`src/rtl/id_ram_pkg.sv`:
```
// Shared sizes, arbitration modes and FSM state type for the sprite-ID RAM access controller.
package id_ram_pkg;
  localparam int ID_DATA_W = 24;
  localparam int ID_ADDR_W = 5;
  localparam int ID_DEPTH  = 32;

  localparam int PRIO_RR = 0;
  localparam int PRIO_RD = 1;

  typedef enum logic {S_CLEAR, S_RUN} arb_state_t;
endpackage

```
`src/rtl/id_arb_rr2.sv`:
```
// Two-way writer/reader grant logic: round-robin or reader-fixed-priority on ties,
// with the last-grant register that drives the round-robin decision.
module id_arb_rr2 import id_ram_pkg::*; #(
  parameter int PRIORITY_MODE = PRIO_RR
) (
  input  logic clk,
  input  logic reset,
  input  logic en,
  input  logic wr_req,
  input  logic rd_req,
  output logic wr_gnt,
  output logic rd_gnt
);
  logic last_was_rd_reg;
  logic rd_wins;

  always_comb begin
    rd_wins = 1'b0;
    if (en) begin
      if (wr_req && rd_req)
        rd_wins = (PRIORITY_MODE == PRIO_RD) ? 1'b1 : !last_was_rd_reg;
      else
        rd_wins = rd_req;
    end
  end

  assign rd_gnt = rd_wins;
  assign wr_gnt = en && wr_req && !rd_wins;

  // Starts at "reader last" so the first tie after reset goes to the writer.
  always_ff @(posedge clk) begin
    if (reset)
      last_was_rd_reg <= 1'b1;
    else if (wr_gnt || rd_gnt)
      last_was_rd_reg <= rd_gnt;
  end
endmodule

```
`src/rtl/id_ram_arbiter.sv`:
```
// Sprite-ID RAM access controller: clear sweep after reset, then one arbitrated access per cycle.
// Optional contention counter output enabled by defining ID_ARB_CONTENTION_CNT_EN.
module id_ram_arbiter import id_ram_pkg::*; #(
  parameter int                DATA_W        = ID_DATA_W,
  parameter int                ADDR_W        = ID_ADDR_W,
  parameter int                DEPTH         = ID_DEPTH,
  parameter logic [DATA_W-1:0] CLEAR_VALUE   = '0,
  parameter int                PRIORITY_MODE = PRIO_RR
) (
  input  logic              clk,
  input  logic              reset,
  input  logic              wr_req,
  input  logic [ADDR_W-1:0] wr_addr,
  input  logic [DATA_W-1:0] wr_data,
  output logic              wr_gnt,
  input  logic              rd_req,
  input  logic [ADDR_W-1:0] rd_addr,
  output logic              rd_gnt,
  output logic              rd_valid,
  output logic [DATA_W-1:0] rd_data,
  output logic              busy,
  output logic              ram_we,
  output logic [ADDR_W-1:0] ram_addr,
  output logic [DATA_W-1:0] ram_wdata,
  input  logic [DATA_W-1:0] ram_rdata
`ifdef ID_ARB_CONTENTION_CNT_EN
  ,
  output logic [15:0]       contention_cnt
`endif
);
  arb_state_t        state_reg;
  logic [ADDR_W-1:0] clr_cnt_reg;
  logic              rd_valid_reg;
  logic              busy_reg;
  logic              run;

  assign run = (state_reg == S_RUN);

  id_arb_rr2 #(
    .PRIORITY_MODE (PRIORITY_MODE)
  ) u_arb (
    .clk    (clk),
    .reset  (reset),
    .en     (run),
    .wr_req (wr_req),
    .rd_req (rd_req),
    .wr_gnt (wr_gnt),
    .rd_gnt (rd_gnt)
  );

  always_ff @(posedge clk) begin
    if (reset) begin
      state_reg    <= S_CLEAR;
      clr_cnt_reg  <= '0;
      rd_valid_reg <= 1'b0;
      busy_reg     <= 1'b1;
    end else begin
      rd_valid_reg <= rd_gnt;
      case (state_reg)
        S_CLEAR: begin
          if (clr_cnt_reg == ADDR_W'(DEPTH - 1)) begin
            state_reg   <= S_RUN;
            busy_reg    <= 1'b0;
            clr_cnt_reg <= '0;
          end else begin
            clr_cnt_reg <= clr_cnt_reg + 1'b1;
          end
        end
        S_RUN: ;
        default: begin
          state_reg   <= S_CLEAR;
          clr_cnt_reg <= '0;
          busy_reg    <= 1'b1;
        end
      endcase
    end
  end

  // Idle cycles park the RAM port at address 0 with no write.
  always_comb begin
    ram_we    = 1'b0;
    ram_addr  = '0;
    ram_wdata = '0;
    if (!run) begin
      ram_we    = 1'b1;
      ram_addr  = clr_cnt_reg;
      ram_wdata = CLEAR_VALUE;
    end else if (wr_gnt) begin
      ram_we    = 1'b1;
      ram_addr  = wr_addr;
      ram_wdata = wr_data;
    end else if (rd_gnt) begin
      ram_addr  = rd_addr;
    end
  end

  assign rd_valid = rd_valid_reg;
  assign rd_data  = ram_rdata;
  assign busy     = busy_reg;

`ifdef ID_ARB_CONTENTION_CNT_EN
  logic [15:0] contention_cnt_reg;

  always_ff @(posedge clk) begin
    if (reset)
      contention_cnt_reg <= '0;
    else if (run && wr_req && rd_req && contention_cnt_reg != 16'hFFFF)
      contention_cnt_reg <= contention_cnt_reg + 16'd1;
  end

  assign contention_cnt = contention_cnt_reg;
`endif
endmodule
```
`config.mk`:
```
export PLATFORM = sky130hd
export DESIGN_NAME = id_ram_arbiter
export DESIGN_NICKNAME = d
export VERILOG_FILES = /design/src/rtl/id_ram_pkg.sv /design/src/rtl/id_arb_rr2.sv /design/src/rtl/id_ram_arbiter.sv
export SDC_FILE = /design/constraint.sdc
export NUM_CORES = 1
export LEC_CHECK = 0
export BUFFER_PORTS_ARGS = -buffer_cell sky130_fd_sc_hd__buf_2
export CAP_MARGIN = 25
export CORE_UTILIZATION = 33
export CTS_CLUSTER_DIAMETER = 60
export DETAILED_ROUTE_END_ITERATION = 12
export MAX_ROUTING_LAYER = met4
export PLACE_DENSITY = 0.87
export REMOVE_ABC_BUFFERS = 1
export SETUP_SLACK_MARGIN = 0.3
export SYNTH_ARGS = -nofsm -noshare
export SYNTH_HDL_FRONTEND = slang
export SYNTH_SLANG_ARGS = --single-unit
```
`constraint.sdc`:
```
create_clock -name clk -period 4 [get_ports clk]
set_input_delay 0.2 -clock clk [delete_from_list [all_inputs] [get_ports clk]]
set_output_delay 0.2 -clock clk [all_outputs]
set_load 0.02 [all_outputs]
```
==> results of run 1 <==
==> through the flow <==
step / worst slack (ns) / power [µW] / hold WS [ns] / cells
after detailed placement: 2.12 / 133 / 0.400 / 188
final: 1.84 / 200 / 0.227 / 192
after CTS: 1.83 / 202 / 0.217 / 192
after floorplan: 2.30 / 109 / 0.269 / 87
after global placement: 2.19 / 133 / 0.400 / 188
after global routing: 1.65 / 214 / 0.224 / 192
==> area by class of cell <==
cell class / count / area [µm²]
fill: 269 / 1420
multi-input combinational: 72 / 454
timing repair buffer: 71 / 355
sequential: 9 / 180
tap: 30 / 37.5
clock buffer: 4 / 26.3
inverter: 6 / 22.5
==> per-layer routing <==
metal	vias up	share of wire, %	GRT usage (%)
met4	0	0.49	2.63
met2	90	42	32.9
met5	-	0	-
li1	456	-	-
met3	2	17	14.4
met1	413	41	22.9
==> power groups by stage <==
stage	Combinational, µW	Sequential [µW]	Clock, µW
4_1_cts	36.0	95.5	70.8
5_1_grt	39.1	96.1	78.9
3_3_place_gp	35.9	97.3	0
3_5_place_dp	35.9	97.5	0
6_report	36.1	95.6	68.4
2_1_floorplan	12.0	96.6	0
==> worst paths after layout <==
check / endpoint / from
setup / recovery: ram_wdata[11] / run$_SDFF_PP0_
hold / removal: clr_cnt_reg[2]$_SDFFE_PP0N_ / reset
setup reg to reg: clr_cnt_reg[3]$_SDFFE_PP0N_ / clr_cnt_reg[0]$_SDFFE_PP0N_
hold reg to reg: busy$_SDFFE_PP1P_ / busy$_SDFFE_PP1P_
==> critical path, stage by stage, from the launching register on <==
cell     delay, ns
dfxtp_1       0.77
nand2_2       0.16
a21oi_4       0.40
and2_1        0.20
buf_2         0.16
==> cell families (layout without fill, tap and decap cells) <==
logic type | count (synthesis) | count (layout)
AO/OA/AOI/OAI | 15 | 15
adder cells (fa/ha/maj) | 2 | 2
buffers and inverters | 36 | 81
flip-flops | 9 | 9
multiplexers | 2 | 2
AND/OR/NAND/NOR | 53 | 53
==> cells in the final DEF, fill, tap and decap left out, drive strengths merged <==
cell    netlist  layout
a21o          1       1
nor3          1       1
and3          2       2
nor2          7       7
a31oi         1       1
mux2i         2       2
dfxtp         9       9
ha            2       2
o221ai        5       5
a21oi         5       5
nand3        12      12
clkbuf        1       4
nand2         3       3
inv           6       6
o21ai         2       2
buf          29      71
a211o         1       1
and2         25      25
nor2b         1       1
nand2b        2       2
==> results.py, run 1 <==
metrics = {
    "power_and_ir_drop": {
        "switching_share_pct": 25.1,
        "vdd_drop_max_v": 0.000226,
        "p_int_uw": 150,
        "p_switching_uw": 50.2,
        "power_density_mw_per_mm2": 186,
        "combPwrFrac_pct": 18.0,
        "leakage_uw": 0.000594,
        "clockPowerShare_pct": 34.2,
        "power_frac_seq_pct": 47.8,
    },
    "synthesis": {
        "synth_top_area_cell": "buf_4",
        "synthTopCellsByArea": "buf_4, dfxtp_1, and2_1",
        "synth_seq_cells": 9,
        "synthMuxAreaShare_pct": 2.26,
        "async_flop_share_pct": 0,
        "synth_top_area_share_pct": 22.9,
        "synth_edf_count": 0,
        "synth-simple-area-share_pct": 33.1,
        "synth_xor_xnor_area_share_pct": 0,
        "synth_fa_ha_area_share_pct": 2.82,
        "yosysWarningCount": 0,
        "synth_most_common_cell": "buf_4",
        "synth_commonest_cells": "buf_4, and2_1, nand3_1",
        "synthCells": 117,
        "ys_types": 25,
        "synth_top_family_by_area": "simple AND/OR/NAND/NOR gates",
        "syn_area_per_cell_um2": 7.57,
        "netlist_area_um2": 886,
        "yosysSeqAreaShare_pct": 20.3,
        "synth_compound_area_share_pct": 13.1,
        "synth_ff_type": "dfxtp_1",
    },
    "worst_setup_path": {
        "r2r_cells": 6,
        "critPathKind": "reg -> out",
        "rrSetupSlack_ns": 2.47,
        "cp_max_fo": 26,
        "crit_path_end_kind": "output port",
        "critPathArrivalTime_ns": 1.96,
        "cp.required_ns": 3.80,
        "start_kind": "flip-flop",
    },
    "clock_network": {
        "ctsHoldBuffers": 0,
        "clkTransAtPathRegs_ns": 0.06,
        "cts_max_level": 1,
        "cts_root_buffer": "clkbuf_4",
        "cts_buffers": 3,
        "cts_tree": "yes",
        "post_cts_resize_count": 0,
        "postCtsSetupRepairBufs": 0,
        "clk_path_buf_depth": 2,
        "clkLatencyLatePin_ns": 0.26,
        "cts.sinks": 9,
    },
    "timing": {
        "rsz0062_at_grt": "no",
        "period_share_pct": 53.9,
        "relSlewSlack_pct": 53.6,
        "slew_violations": 0,
        "hold_viol": 0,
        "worst_pin_slew_ns": 0.694,
        "fin_setup_tns_ns": 0,
        "report.final.setup_viol": 0,
        "fmax_mhz": 464,
        "period_needed_ns": 2.16,
        "fin_skew_ns": 0.000808,
    },
    "detailed_routing": {
        "post_drt_via_cell_ratio": 5.01,
        "vias": 961,
        "ant_nets": 0,
        "drc_errors": 0,
        "drtIter0Drc": 19,
        "drtPass1Iterations": 4,
        "routed_wl_um": 3060,
        "wire_per_inst_um": 16.0,
    },
    "cells_and_area": {
        "diodes": 0,
        "synthToLayoutAreaGrowth_pct": 21.5,
        "nNetsFinal": 227,
        "fin_util_pct": 43.0,
        "post-route-cell-area_mm2": 0.00108,
        "largest_reg_flops": 5,
        "drive_above_1_share_pct": 48.1,
    },
    "global_route": {
        "first_global_vias": 852,
        "grt_max_degree": 27,
        "grt_pass1_wl_um": 4110,
        "antenna_found_initial": 0,
        "track_usage_pct": 21.3,
        "grt-ovfl-total": 0,
    },
    "placement": {
        "numPortBuffers": 71,
        "gp_congestion": 0.864,
        "place_area_mm2": 0.00105,
        "place_hpwl_um": 2680,
    },
    "worst_hold_path": {
        "hold_path_class": "in -> reg",
        "holdPathStages": 2,
    },
    "die": {
        "initial_core_util_pct": 35.4,
        "core_area_mm2": 0.00250,
        "row_count": 18,
        "die_x_um": 53.8,
        "dieArea_mm2": 0.00290,
        "num_io_pins": 120,
        "fp.dieH_um": 53.8,
    },
    "outcome": {
        "outcome": "complete, no violations",
    },
    "flow_run": {
        "max-cap-violations": 0,
    },
}
(Power assumes the default switching activity.)
==> run 2: changes to the inputs <==
--- a/config.mk
+++ b/config.mk
@@ -5,13 +5,14 @@
 export SDC_FILE = /design/constraint.sdc
 export NUM_CORES = 1
 export LEC_CHECK = 0
+export ABC_AREA = 1
 export BUFFER_PORTS_ARGS = -buffer_cell sky130_fd_sc_hd__buf_2
 export CAP_MARGIN = 25
 export CORE_UTILIZATION = 33
 export CTS_CLUSTER_DIAMETER = 60
 export DETAILED_ROUTE_END_ITERATION = 12
 export MAX_ROUTING_LAYER = met4
-export PLACE_DENSITY = 0.87
+export PLACE_DENSITY = 0.82
 export REMOVE_ABC_BUFFERS = 1
 export SETUP_SLACK_MARGIN = 0.3
 export SYNTH_ARGS = -nofsm -noshare
==> constraint.sdc (replaced) <==
create_clock -name clk -period 2.2 [get_ports clk]
set_input_delay 0.11 -clock clk [delete_from_list [all_inputs] [get_ports clk]]
set_output_delay 0.11 -clock clk [all_outputs]
set_load 0.02 [all_outputs]
==> run 2 against run 1 <==
Effect of this change:
- the flow now finishes with violations (design-rule violations)
- combinational power grew 120%
- sequential power increased by 81%
- wire length fell by 13%
- via count up 5.1%
- clock skew grew 0.0036 ns
- synthesized cell count is 26% higher
- non-clock buffer count stayed put
- total power increased by 90%
- critical endpoint is now ram_wdata[1]
==> results.py, run 2 <==
metrics = {
    "timing": {
        "relSlewSlack_pct": 78.4,
        "report.final.setup_viol": 0,
        "slew_violations": 0,
        "rsz0062_at_grt": "no",
        "period_share_pct": 74.6,
        "period_needed_ns": 1.64,
        "fin_skew_ns": 0.00445,
        "worst_pin_slew_ns": 0.323,
        "fin_setup_tns_ns": 0,
        "fin_ws_ns": 0.560,
        "hold_viol": 0,
        "fmax_mhz": 610,
    },
    "synthesis": {
        "synth_top_area_share_pct": 17.8,
        "synthTopCellsByArea": "dfxtp_1, buf_4, inv_1",
        "synth_ff_type": "dfxtp_1",
        "async_flop_share_pct": 0,
        "syn_area_per_cell_um2": 6.90,
        "yosysWarningCount": 0,
        "yosysSeqAreaShare_pct": 17.8,
        "synth_most_common_cell": "inv_1",
        "netlist_area_mm2": 0.00101,
        "synthCells": 147,
        "synth_seq_cells": 9,
        "synth_top_area_cell": "dfxtp_1",
        "synth_edf_count": 0,
        "synth_commonest_cells": "inv_1, buf_4, nand3_1",
        "ys_types": 20,
    },
    "placement": {
        "post-place-ws_ns": 0.834,
        "numPortBuffers": 71,
        "gp_congestion": 0.793,
        "place_hpwl_um": 2270,
    },
    "global_route": {
        "grt_max_degree": 27,
        "grt_most_used_layer": "met2",
        "use_met3_pct": 11.8,
        "grt_pass1_wl_um": 3660,
        "track_usage_pct": 15.7,
        "met1_usage_pct": 18.1,
        "met2_usage_pct": 20.1,
        "first_global_vias": 798,
        "grt-ovfl-total": 0,
        "antenna_found_initial": 0,
    },
    "die": {
        "die_x_um": 57.5,
        "row_count": 19,
        "num_io_pins": 120,
        "dieArea_mm2": 0.00330,
        "fp.dieH_um": 57.5,
        "initial_core_util_pct": 35.9,
        "core_area_mm2": 0.00283,
    },
    "clock_network": {
        "cts_max_level": 1,
        "clkTransAtPathRegs_ns": 0.06,
        "clkLatencyLatePin_ns": 0.26,
        "cts.sinks": 9,
        "clk_path_buf_depth": 2,
        "cts_tree": "yes",
        "postCtsSetupRepairBufs": 0,
        "post_cts_resize_count": 0,
        "ctsHoldBuffers": 0,
        "cts_root_buffer": "clkbuf_4",
        "cts_buffers": 3,
    },
    "worst_setup_path": {
        "cp_max_fo": 26,
        "critPathKind": "reg -> out",
        "start_kind": "flip-flop",
        "cp.required_ns": 2.09,
        "critPathArrivalTime_ns": 1.53,
        "rrSetupSlack_ns": 0.88,
        "crit_path_end_kind": "output port",
    },
    "power_and_ir_drop": {
        "leakage_uw": 0.000776,
        "vdd_drop_max_v": 0.000256,
        "power_density_mw_per_mm2": 314,
    },
    "detailed_routing": {
        "drc_errors": 10,
        "post_drt_via_cell_ratio": 4.47,
        "drtPass1Iterations": 10,
        "wire_per_inst_um": 11.8,
        "vias": 1010,
        "routed_wl_um": 2660,
        "drtIter0Drc": 37,
        "ant_nets": 0,
    },
    "cells_and_area": {
        "fin_util_pct": 42.8,
        "layout_common_cells": "buf_2, inv_1, nand3_1",
        "largest_reg_flops": 5,
        "synthToLayoutAreaGrowth_pct": 19.2,
        "drive_above_1_share_pct": 50.8,
        "nNetsFinal": 260,
        "diodes": 0,
        "final_common_cell": "buf_2",
    },
    "worst_hold_path": {
        "hold_path_class": "in -> reg",
    },
    "outcome": {
        "outcome": "finished, violations left",
        "violations": "design-rule violations",
    },
    "flow_run": {
        "max-cap-violations": 0,
    },
}
## run 2: cell count changes in the layout (fill, tap and decap cells not counted), moves of 7 or more
| cell | before | now |
|---|---|---|
| nor2_1 | 7 | 14 |
| nand2_1 | 2 | 11 |
| and2_1 | 25 | 0 |
| nor2_4 | 0 | 10 |
| inv_1 | 5 | 31 |
| nor2_2 | 0 | 8 |
## run 2: layout make-up
cell class                      instances  area [µm²]
Inverter                               34         134
Clock buffer                            4        26.3
Tap cell                               31        38.8
Timing Repair Buffer                   71         355
Fill cell                             292        1620
Multi-Input combinational cell         77         475
Sequential cell                         9         180
## run 2: per-layer routing
layer  wire length (µm)  vias up
li1                   -      509
met2               1040       84
met4                 15        0
met1               1160      415
met3                451        2
met5                  0        -
## run 2: final timing paths
| kind | endpoint | cells after the start | start |
|---|---|---|---|
| max | ram_wdata[1] | 5 | run$_SDFF_PP0_ |
| min reg2reg | busy$_SDFFE_PP1P_ | 2 | busy$_SDFFE_PP1P_ |
| min | run$_SDFF_PP0_ | 2 | reset |
| max reg2reg | clr_cnt_reg[3]$_SDFFE_PP0N_ | 6 | clr_cnt_reg[1]$_SDFFE_PP0N_ |
## run 2: worst max-delay path, cell delays in order (launching register included)
cell and delay (ns):
dfxtp_1 0.49, nand2_1 0.13, clkinv_2 0.14, nand2_8 0.19
nor2_1 0.14, buf_2 0.17
## run 2: cells by family after synthesis
group / Yosys count / share of synthesized area (%)
AO/OA/AOI/OAI: 8 / 3.94
AND/OR/NAND/NOR: 67 / 40.4
flip-flops: 9 / 17.8
adder cells (fa/ha/maj): 2 / 2.47
buffers and inverters: 61 / 35.4
## run 2: power by group
part           total [µW]  internal, µW  switching [µW]  leakage, µW
sequential            173           168            5.24    0.0000732
clock                 126          69.8            56.4    0.0000150
combinational        80.5          37.3            43.2     0.000688
## run 2: metrics by stage
| stage | area (µm²) | instances | total power (µW) | hold WS, ns |
|---|---|---|---|---|
| floorplan | 790 | 120 | 213 | 0.179 |
| global placement | 1180 | 222 | 255 | 0.220 |
| detailed placement | 1180 | 222 | 257 | 0.220 |
| CTS | 1210 | 226 | 385 | 0.0687 |
| global route | 1210 | 226 | 404 | 0.0796 |
| finish | 1210 | 226 | 380 | 0.0796 |
==> run 3: changes to the inputs <==
==> constraint.sdc (replaced) <==
create_clock -name clk -period 1.7 [get_ports clk]
set_input_delay 0.085 -clock clk [delete_from_list [all_inputs] [get_ports clk]]
set_output_delay 0.085 -clock clk [all_outputs]
set_load 0.02 [all_outputs]
==> run 3 against run 2 <==
Effect of this change:
- the run still ends with design-rule violations left
- combinational power is 42% higher
- clock skew is 0.0041 ns lower
- non-clock buffer count is 2 higher
- critical path depth is 2 higher
- clock power is 30% higher
- first-iteration DRC count is 16% higher
- hold slack worse by 0.033 ns
- worst setup slack worse by 0.24 ns
- largest power group unchanged
- highest routed layer unchanged
==> results.py, run 3 (same netlist as run 2, synthesis figures left out) <==
metrics = {
    "placement": {
        "place_hpwl_um": 2290,
        "gp_congestion": 0.795,
        "numPortBuffers": 71,
        "dp_cells": 222,
    },
    "detailed_routing": {
        "wire_per_inst_um": 13.3,
        "vias": 1085,
        "drtIter0Drc": 43,
        "routed_wl_um": 3100,
        "post_drt_via_cell_ratio": 4.66,
        "m1WireLength_um": 1210,
        "dr.max_layer_used": "met4",
        "dr_wl_met2_um": 1410,
        "ant_nets": 0,
        "wl_met3_um": 454,
        "drtPass1Iterations": 10,
        "drc_errors": 10,
    },
    "die": {
        "dieArea_mm2": 0.00330,
        "fp.dieH_um": 57.5,
        "die_x_um": 57.5,
        "core_area_mm2": 0.00283,
        "initial_core_util_pct": 35.9,
        "row_count": 19,
        "num_io_pins": 120,
    },
    "power_and_ir_drop": {
        "power_frac_seq_pct": 44.4,
        "leakage_uw": 0.000835,
        "vdd_drop_max_v": 0.000284,
        "power_density_mw_per_mm2": 351,
        "combPwrFrac_pct": 22.7,
        "clockPowerShare_pct": 32.8,
        "p_switching_uw": 142,
        "switching_share_pct": 28.3,
        "p_int_uw": 359,
    },
    "worst_setup_path": {
        "rrSetupSlack_ns": 0.38,
        "cp.required_ns": 1.62,
        "critPathArrivalTime_ns": 1.30,
        "start_kind": "flip-flop",
        "critPathKind": "reg -> out",
        "crit_path_end_kind": "output port",
        "cp_max_fo": 8,
    },
    "global_route": {
        "first_global_vias": 832,
        "grt_max_degree": 14,
        "antenna_found_initial": 0,
        "grt_pass1_wl_um": 4040,
        "grt-ovfl-total": 0,
        "track_usage_pct": 16.9,
    },
    "cells_and_area": {
        "instances_no_fill": 233,
        "synthToLayoutAreaGrowth_pct": 40.3,
        "final_common_cell": "buf_2",
        "nNetsFinal": 267,
        "drive_above_1_share_pct": 56.4,
        "largest_reg_flops": 5,
        "layout_common_cells": "buf_2, inv_1, nand3_1",
        "diodes": 0,
    },
    "timing": {
        "hold_viol": 0,
        "worst_pin_slew_ns": 0.301,
        "fmax_mhz": 723,
        "slew_violations": 0,
        "fin_setup_tns_ns": 0,
        "period_share_pct": 81.4,
        "report.final.setup_viol": 0,
        "fin_skew_ns": 0.000350,
        "period_needed_ns": 1.38,
        "relSlewSlack_pct": 79.8,
        "rsz0062_at_grt": "yes",
    },
    "clock_network": {
        "cts.sinks": 9,
        "clkLatencyLatePin_ns": 0.26,
        "cts_tree": "yes",
        "cts_buffers": 3,
        "clk_path_buf_depth": 2,
        "cts_root_buffer": "clkbuf_4",
        "ctsHoldBuffers": 0,
        "cts_max_level": 1,
        "clkTransAtPathRegs_ns": 0.06,
    },
    "outcome": {
        "violations": "design-rule violations",
        "outcome": "finished, violations left",
    },
    "flow_run": {
        "max-cap-violations": 0,
    },
    "worst_hold_path": {
        "hold_path_class": "in -> reg",
    },
}
[run 3: routing by layer]
layer,vias up,GRT usage [%]
li1,529,-
met2,84,22.8
met4,0,3.14
met5,-,-
met1,470,20.4
met3,2,12.2
[run 3: path summary, 6_finish.rpt]
kind,start,endpoint,depth (start not counted)
worst min register to register,busy$_SDFFE_PP1P_,busy$_SDFFE_PP1P_,2
worst min-delay path,reset,run$_SDFF_PP0_,2
worst max-delay path,run$_SDFF_PP0_,ram_addr[2],7
worst max register to register,clr_cnt_reg[0]$_SDFFE_PP0N_,clr_cnt_reg[0]$_SDFFE_PP0N_,6
[run 3: cell type report]
cell class                 count  area [µm²]
fill                         270        1410
sequential                     9         186
multi-input combinational     81         586
tap                           31        38.8
clock buffer                   4        26.3
inverter                      34         140
timing repair inverter         1        5.00
timing repair buffer          73         442
[run 3: critical path: stages (launching register included)]
cell and delay, ns:
dfxtp_4 0.40, nand2_4 0.08, inv_8 0.09, buf_12 0.10, nand2_4 0.05, nand3_1 0.08, nand3_1 0.07, buf_2 0.16
[run 3: stage by stage]
| step | util [%] | setup slack (ns) | hold slack, ns | power [µW] | cell area (µm²) |
|---|---|---|---|---|---|
| final | 50.3 | 0.316 | 0.0462 | 500 | 1420 |
| after global routing | 50.3 | 0.259 | 0.0582 | 531 | 1420 |
| after detailed placement | 41.8 | 0.363 | 0.170 | 333 | 1180 |
| after global placement | 41.8 | 0.388 | 0.170 | 331 | 1180 |
| after CTS | 44.0 | 0.276 | 0.0307 | 497 | 1240 |
| after floorplan | - | 0.473 | 0.154 | 275 | 790 |
[run 3: what timing repair did]
item / in CTS / in global routing
gates resized for setup: 4 / 34
cloned: 1 / 4
pin swaps: 1 / 4
setup endpoints to repair: 31 / 32
setup buffers: 1 / 1
[run 3: power groups by stage]
| stage | sequential [µW] | combinational (µW) | clock (µW) |
|---|---|---|---|
| floorplan | 226 | 49.0 | 0 |
| global placement | 227 | 104 | 0 |
| detailed placement | 228 | 105 | 0 |
| CTS | 222 | 106 | 169 |
| global route | 223 | 126 | 181 |
| finish | 222 | 114 | 164 |
